**src/rtl/fifo_param_if.sv**
```systemverilog
// Handshake/data bundle between a producer/consumer and fifo_param.
// The master modport is the user side; the slave modport is the FIFO itself.
interface fifo_param_if #(
  parameter int WIDTH = 32,
  parameter int DEPTH = 8
);
  localparam int CW = $clog2(DEPTH) + 1;

  logic             wr;
  logic             rd;
  logic [WIDTH-1:0] data_in;
  logic             clear_err;
  logic [WIDTH-1:0] data_out;
  logic             full;
  logic             empty;
  logic             almost_full;
  logic             almost_empty;
  logic [CW-1:0]    count;
  logic             overflow;
  logic             underflow;

  modport master (
    output wr, rd, data_in, clear_err,
    input  data_out, full, empty, almost_full, almost_empty, count,
           overflow, underflow
  );

  modport slave (
    input  wr, rd, data_in, clear_err,
    output data_out, full, empty, almost_full, almost_empty, count,
           overflow, underflow
  );
endinterface

```
**src/rtl/fifo_param.sv**
```systemverilog
// Synchronous first-word-fall-through FIFO with occupancy count, programmable
// almost-full/almost-empty thresholds and sticky overflow/underflow flags.
module fifo_param #(
  parameter int WIDTH         = 32,
  parameter int DEPTH         = 8,
  parameter int AFULL_THRESH  = DEPTH - 1,
  parameter int AEMPTY_THRESH = 1
) (
  input  logic        clock,
  input  logic        reset,
  fifo_param_if.slave bus
);
  localparam int AW = $clog2(DEPTH);
  localparam int PW = AW + 1;
  localparam logic [PW-1:0] AFULL_C  = PW'(AFULL_THRESH);
  localparam logic [PW-1:0] AEMPTY_C = PW'(AEMPTY_THRESH);

  logic [WIDTH-1:0] mem_q [DEPTH];
  logic [PW-1:0]    wr_ptr_q, wr_ptr_d;
  logic [PW-1:0]    rd_ptr_q, rd_ptr_d;
  logic             overflow_q, overflow_d;
  logic             underflow_q, underflow_d;

  logic             full_w, empty_w;
  logic [PW-1:0]    count_w;
  logic             wr_accept, rd_accept;

  // Wrap bit distinguishes full from empty when the index bits match.
  assign empty_w = (wr_ptr_q == rd_ptr_q);
  assign full_w  = (wr_ptr_q[AW-1:0] == rd_ptr_q[AW-1:0]) &&
                   (wr_ptr_q[AW] != rd_ptr_q[AW]);
  assign count_w = wr_ptr_q - rd_ptr_q;

  // A read in the same cycle frees a slot, so a full FIFO still accepts wr&rd.
  assign rd_accept = bus.rd && !empty_w;
  assign wr_accept = bus.wr && (!full_w || bus.rd);

  always_comb begin
    // NOTE: every variable gets a default before any branch so no latch is inferred.
    wr_ptr_d    = wr_ptr_q;
    rd_ptr_d    = rd_ptr_q;
    overflow_d  = overflow_q && !bus.clear_err;
    underflow_d = underflow_q && !bus.clear_err;

    if (wr_accept) wr_ptr_d = wr_ptr_q + PW'(1);
    if (rd_accept) rd_ptr_d = rd_ptr_q + PW'(1);

    // New error events override a same-cycle clear.
    if (bus.wr && full_w && !bus.rd) overflow_d  = 1'b1;
    if (bus.rd && empty_w)           underflow_d = 1'b1;
  end

  always_ff @(posedge clock) begin
    // NOTE: state registers use non-blocking assignments so all flops update together.
    if (reset) begin
      wr_ptr_q    <= '0;
      rd_ptr_q    <= '0;
      overflow_q  <= 1'b0;
      underflow_q <= 1'b0;
    end else begin
      wr_ptr_q    <= wr_ptr_d;
      rd_ptr_q    <= rd_ptr_d;
      overflow_q  <= overflow_d;
      underflow_q <= underflow_d;
    end
  end

  // NOTE: storage has no reset; the pointers alone define which entries are valid.
  always_ff @(posedge clock) begin
    if (!reset && wr_accept) mem_q[wr_ptr_q[AW-1:0]] <= bus.data_in;
  end

  assign bus.data_out     = empty_w ? '0 : mem_q[rd_ptr_q[AW-1:0]];
  assign bus.full         = full_w;
  assign bus.empty        = empty_w;
  assign bus.count        = count_w;
  assign bus.almost_full  = (count_w >= AFULL_C);
  assign bus.almost_empty = (count_w <= AEMPTY_C);
  assign bus.overflow     = overflow_q;
  assign bus.underflow    = underflow_q;
endmodule

```
**src/flat_wrapper.sv**
```systemverilog
// flat-port wrapper written by rule: the top's interface ports become plain ports
module fifo_param_flat 
#(
  parameter int WIDTH         = 32,
  parameter int DEPTH         = 8,
  parameter int AFULL_THRESH  = DEPTH - 1,
  parameter int AEMPTY_THRESH = 1
)
  (clock, reset, bus_wr, bus_rd, bus_data_in, bus_clear_err, bus_data_out, bus_full, bus_empty, bus_almost_full, bus_almost_empty, bus_count, bus_overflow, bus_underflow);
  fifo_param_if #(.WIDTH(WIDTH), .DEPTH(DEPTH)) bus_i ();
  input  logic clock;
  input  logic reset;
  input wire logic [$bits(bus_i.wr)-1:0] bus_wr;
  input wire logic [$bits(bus_i.rd)-1:0] bus_rd;
  input wire logic [$bits(bus_i.data_in)-1:0] bus_data_in;
  input wire logic [$bits(bus_i.clear_err)-1:0] bus_clear_err;
  output wire logic [$bits(bus_i.data_out)-1:0] bus_data_out;
  output wire logic [$bits(bus_i.full)-1:0] bus_full;
  output wire logic [$bits(bus_i.empty)-1:0] bus_empty;
  output wire logic [$bits(bus_i.almost_full)-1:0] bus_almost_full;
  output wire logic [$bits(bus_i.almost_empty)-1:0] bus_almost_empty;
  output wire logic [$bits(bus_i.count)-1:0] bus_count;
  output wire logic [$bits(bus_i.overflow)-1:0] bus_overflow;
  output wire logic [$bits(bus_i.underflow)-1:0] bus_underflow;
  assign bus_i.wr = bus_wr;
  assign bus_i.rd = bus_rd;
  assign bus_i.data_in = bus_data_in;
  assign bus_i.clear_err = bus_clear_err;
  assign bus_data_out = bus_i.data_out;
  assign bus_full = bus_i.full;
  assign bus_empty = bus_i.empty;
  assign bus_almost_full = bus_i.almost_full;
  assign bus_almost_empty = bus_i.almost_empty;
  assign bus_count = bus_i.count;
  assign bus_overflow = bus_i.overflow;
  assign bus_underflow = bus_i.underflow;
  fifo_param #(.WIDTH(WIDTH), .DEPTH(DEPTH), .AFULL_THRESH(AFULL_THRESH), .AEMPTY_THRESH(AEMPTY_THRESH)) u_core (.clock(clock), .reset(reset), .bus(bus_i));
endmodule
```
**config.mk**
```make
export PLATFORM = sky130hd
export DESIGN_NAME = fifo_param_flat
export DESIGN_NICKNAME = d
export VERILOG_FILES = /design/src/rtl/fifo_param_if.sv /design/src/rtl/fifo_param.sv /design/src/flat_wrapper.sv
export SDC_FILE = /design/constraint.sdc
export NUM_CORES = 1
export LEC_CHECK = 0
export BUFFER_PORTS_ARGS = -buffer_cell sky130_fd_sc_hd__buf_4
export CAP_MARGIN = 20
export CORE_MARGIN = 3
export CORE_UTILIZATION = 46
export CTS_CLUSTER_DIAMETER = 120
export DETAILED_ROUTE_END_ITERATION = 8
export GPL_ROUTABILITY_DRIVEN = 0
export HOLD_SLACK_MARGIN = 0.1
export PLACE_DENSITY = 0.72
export SYNTH_ARGS = -nofsm -noshare
export SYNTH_HDL_FRONTEND = slang
export SYNTH_SLANG_ARGS = --single-unit
```
**constraint.sdc**
```tcl
create_clock -name clock -period 6.14 [get_ports clock]
set_clock_uncertainty 0.2 [all_clocks]
set_input_delay 0.921 -clock clock [delete_from_list [all_inputs] [get_ports clock]]
set_output_delay 0.921 -clock clock [all_outputs]
set_load 0.01 [all_outputs]
```
==> Word-level counts from Yosys, hierarchy flattened <==
Memory sizes are Yosys's and may differ from the RTL's. A register that Yosys moved wholly into a read port is not among the register bits.
Cells that the tools add are included.
{ "word_totals": {"ff_bits": 10, "mem_bits_rw": 256, "out_inout_bits": 42, "wordCells": 35, "mem_count": 1} }
{ "classes": {"add_sub_neg": 3, "magnitude_cmp": 2, "n_eq_ne": 3, "mux": 7, "reduce_logical": 15} }
{ "memory_table": {"columns": ["name", "depth", "width", "rd", "rd_ports_with_merged_regs", "write_ports", "line", "text"], "rows": [
  ["u_core.mem_q", 8, 32, 1, 1, 1, "fifo_param.sv:18", "logic [WIDTH-1:0] mem_q [DEPTH];"]
]} }
{ "op_table": {"columns": ["cell", "count"], "rows": [
  ["$mux 32", 1],
  ["$logic_and 1x1->1", 9],
  ["$add 4x1->4 const B", 2],
  ["$mux 3", 2],
  ["$logic_not 1->1", 5],
  ["$eq 4x4->1", 1],
  ["$ge 4x3->1 const B", 1],
  ["$le 4x1->1 const B", 1],
  ["$mux 1", 4],
  ["$sub 4x4->4", 1],
  ["$eq 3x3->1", 1],
  ["$logic_or 1x1->1", 1],
  ["$ne 1x1->1", 1]
]} }

==> Depth between registers and ports, before layout <==
{ "depth": {"ltp_word": 8, "depth_mapped": 7, "ltp_nobuf": 6} }

==> Worst setup path before layout <==
OpenSTA, ideal clock, no wires.
{ "synth_timing": {"kind": "input to register", "startpoint": "input port bus_rd", "endpoint": "memory u_core.mem_q[4][0] (enable)", "arrival_time_ns": 4.678, "required_ns": 5.427, "setup_slack_ns": 0.749, "path_stages": 3, "cell_sequence": "clkbuf_1 > nor3_2 > nor4b_1"} }
{ "synth_via": {"elab_chain_cells": 5} }
{ "synth_rtl": {"columns": ["element", "line", "text"], "rows": [
  ["start: declaration", "flat_wrapper.sv:14", "input wire logic [$bits(bus_i.rd)-1:0] bus_rd;"],
  ["$logic_or 1x1->1", "fifo_param.sv:36", "assign wr_accept = bus.wr && (!full_w || bus.rd);"],
  ["$logic_and 1x1->1", "fifo_param.sv:36", null],
  ["$logic_and 1x1->1", "fifo_param.sv:70", "if (!reset && wr_accept) mem_q[wr_ptr_q[AW-1:0]] <= bus.data_in;"],
  ["$mux 1", "fifo_param.sv:70", null],
  ["$mux 1 (not written as such)", "fifo_param.sv:70", null],
  ["end: declaration", "fifo_param.sv:18", null]
]} }
No other way between the ends.

==> Final worst setup path <==
{ "layout_timing": {"startpoint": "register u_core.wr_ptr_q[1]", "endpoint": "output port bus_data_out[15]"} }
{ "layout_via": {"elab_chain_cells": 2} }
{ "layout_rtl": {"columns": ["element", "line", "text"], "rows": [
  ["start: declaration", "fifo_param.sv:19", "logic [PW-1:0] wr_ptr_q, wr_ptr_d;"],
  ["start signal: assignment", "fifo_param.sv:61", "wr_ptr_q <= wr_ptr_d;"],
  ["$eq 4x4->1", "fifo_param.sv:29", "assign empty_w = (wr_ptr_q == rd_ptr_q);"],
  ["$mux 32", "fifo_param.sv:73", "assign bus.data_out = empty_w ? '0 : mem_q[rd_ptr_q[AW-1:0]];"],
  ["end: declaration", "flat_wrapper.sv:17", "output wire logic [$bits(bus_i.data_out)-1:0] bus_data_out;"]
]} }
No other way between the ends.

==> impl_metrics.tcl <==
set metrics [dict create \
    status "completed" \
    post-cts-setup-buffers 0 \
    fillers 1643 \
    cell_mode_on_critical_path "sky130_fd_sc_hd__buf_4" \
    drc 0 \
    cts-root-buf "sky130_fd_sc_hd__clkbuf_16" \
    routed_wire_length_per_instance_um 22.8 \
    layout_min_cycle_time_ps 4200 \
    buffer_ports.inserted 78 \
    power_density_nw_per_um2 349 \
    holdCritPathClass "flop to flop" \
    die_y_um 156 \
    tritoncts "done" \
    synth_top_area_cell "sky130_fd_sc_hd__edfxtp_1" \
    die-width_um 156 \
    route.detailed.vias_per_inst 5.67 \
    post-synth-top-count-cell "sky130_fd_sc_hd__edfxtp_1" \
    dp_hpwl_um 11100 \
    routed_wl_um 19700 \
    dr_pass1_iterations 5 \
    timing.final.crit_share 0.684 \
    antenna_cells 0 \
    timing.reg2reg.setup_slack_ps 3390 \
    grt-ovfl-total 0 \
    critical_path.max_stage_delay_ps 590 \
    place.detailed.instances 821 \
    timing.critical_path.required_ps 5020 \
    worst_slew_slack_as_a_fraction_of_its_limit 0.365 \
    cp-end-kind "primary output" \
    floorplan.io_pins 79 \
    nNetsFinal 612 \
    power.static_leakage_uw 0.00402 \
    cts.sink_count 269 \
    core_area_um2 22000 \
    timing.final.max_slew_violations 0 \
    totalNegativeSetupSlack_ps 0 \
    vdd_ir_drop_max_v 0.000200 \
    synth_top_cells_by_area "sky130_fd_sc_hd__edfxtp_1 (74%), sky130_fd_sc_hd__mux4_2 (14%), sky130_fd_sc_hd__a22o_1 (2.7%), sky130_fd_sc_hd__dfxtp_1 (2.5%), sky130_fd_sc_hd__mux2_2 (0.65%)" \
    ys.flop_type "sky130_fd_sc_hd__edfxtp_1" \
    worst_pin_slew_ps 953 \
    cts.htree.levels 1 \
    worstPathArrival_ps 3080 \
    via_count 4906 \
    initial_cell_density_of_the_core 0.472 \
    fp.dieArea_um2 24500 \
    post_synth_most_frequent_cells "sky130_fd_sc_hd__edfxtp_1 (256), sky130_fd_sc_hd__mux4_2 (64), sky130_fd_sc_hd__a22o_1 (32)" \
    largest_net_degree_at_the_start_of_global_routing 48 \
    timing.hold.ws_ps 275 \
    clk_path_buf_depth 3 \
    initial_antenna_violation_count 1 \
    min_from "u_core.bus.overflow" \
    synth_cell_types 42 \
    synthDominantCellAreaShare 0.739 \
    synth-seq-area-share 0.764 \
    critical_path.startpoint "u_core.wr_ptr_q[1]" \
    cts_hold_buf 0 \
    worst_skew_pair.late_latency_ps 520 \
    first_iter_violations 308 \
    drt.antenna.violating_nets 0 \
    synth-edff-count 256 \
    finalHoldViolations 0 \
    cp_slowest_cell "sky130_fd_sc_hd__dfxtp_1" \
    finish.cell_count_without_fillers 865 \
    global_route_wire_length_before_repair_um 30400 \
    max_freq_ghz 0.238 \
    grt_setup_unrepaired "no" \
    cap_violations 0 \
    syn-mean-instance-area_um2 21.9 \
    synth_warnings 0 \
    rows 54 \
    synth-async-reset-ratio 0 \
    maximum_fanout_along_the_worst_path 17 \
    synth.cell_area_um2 10400 \
    globalRouteTotalUtil 0.164 \
    worst_r2r_startpoint "u_core.wr_ptr_q[1]" \
    synth_seq_cells 269 \
    worstSetupPathType "flop to primary output" \
    tritoncts_buffers 26 \
    drive_gt1_frac 0.359 \
    cp_cell_sequence "ha_1, and3_1, a21boi_4, buf_4, a22o_1, buf_4" \
    syn-num-nets 519 \
    grt_pass1_vias 5307 \
    setup_violations 0 \
    clk_transition_reported_paths_ps 60 \
    timing.critical_path.from_type "flop" \
    area_delta_synth_final_pct 17.3 \
    synthCells 476 \
    cts-resized-gates 0 \
]
==> sequential cells by signal, summed over array words and instances (netlist names), named ones only <==
register and count:
u_core.bus.underflow 1, u_core.bus.overflow 1, u_core.wr_ptr_q 4, u_core.mem_q 256, u_core.rd_ptr_q 4
==> cell usage in the layout, fill, tap and decap left out, types with 6 or more instances in the layout <==
master / instances
sky130_fd_sc_hd__edfxtp_1: 256
sky130_fd_sc_hd__buf_4: 91
sky130_fd_sc_hd__mux4_2: 64
sky130_fd_sc_hd__a22o_1: 32
sky130_fd_sc_hd__clkbuf_16: 27
sky130_fd_sc_hd__nor2_1: 11
sky130_fd_sc_hd__dfxtp_1: 11
sky130_fd_sc_hd__inv_1: 10
sky130_fd_sc_hd__nand2_1: 8
sky130_fd_sc_hd__clkinv_1: 8
sky130_fd_sc_hd__mux2_2: 6
==> logic make-up (layout without fill, tap and decap cells) <==
family | Yosys count | count (layout) | share of synthesized area
mux | 72 | 72 | 0.147
buf+inv | 36 | 145 | 0.0184
flops | 269 | 269 | 0.764
compound gates | 49 | 49 | 0.0386
fa+ha+maj | 6 | 6 | 0.00794
simple gates | 41 | 41 | 0.0210
xor+xnor | 3 | 3 | 0.00253
==> routing by layer <==
metal	wire [um]	global-route usage	vias up
met4	401	0.0513	2
met1	7860	0.210	2547
met5	20	0	-
met3	1170	0.0307	33
li1	-	-	2189
met2	10300	0.287	135
==> where the power goes <==
part,switching [uW],internal (uW),total [uW]
Sequential,59.4,2040,2100
Clock,618,957,1580
Combinational,268,315,582
Total,945,3310,4260
==> critical path: cells and delay by family, from the launching register on <==
family,cells,cell delay [ps]
buffers and inverters,2,490
flip-flops,1,590
AO/OA/AOI/OAI,2,770
AND/OR/NAND/NOR,1,340
adder cells (fa/ha/maj),1,340
==> cell type report <==
class | count | area [um2] | share of cell area
clock buffers | 30 | 687 | 0.0563
clock inverters | 14 | 160 | 0.0131
inverters | 10 | 37.5 | 0.00308
multi-input cells | 171 | 2330 | 0.191
flip-flops and latches | 269 | 7950 | 0.652
well taps | 280 | 350 | 0.0287
repair buffers | 91 | 683 | 0.0560
==> final timing paths <==
kind,end,depth (start not counted)
hold / removal,u_core.bus.overflow,2
setup / recovery,bus_data_out[15],6
hold reg to reg,u_core.bus.overflow,2
setup reg to reg,u_core.mem_q[0][19],5
==> per-stage QoR <==
stage          worst slack (ps)  utilization  area, um2  power [uW]
2_1_floorplan               749            -      10400        2490
3_3_place_gp               2460        0.516      11400        2720
3_5_place_dp               2450        0.516      11400        2730
4_1_cts                    1880        0.554      12200        4310
5_1_grt                    1780        0.554      12200        4410
6_report                   1940        0.554      12200        4260
Power figures use the tool's default switching activity.
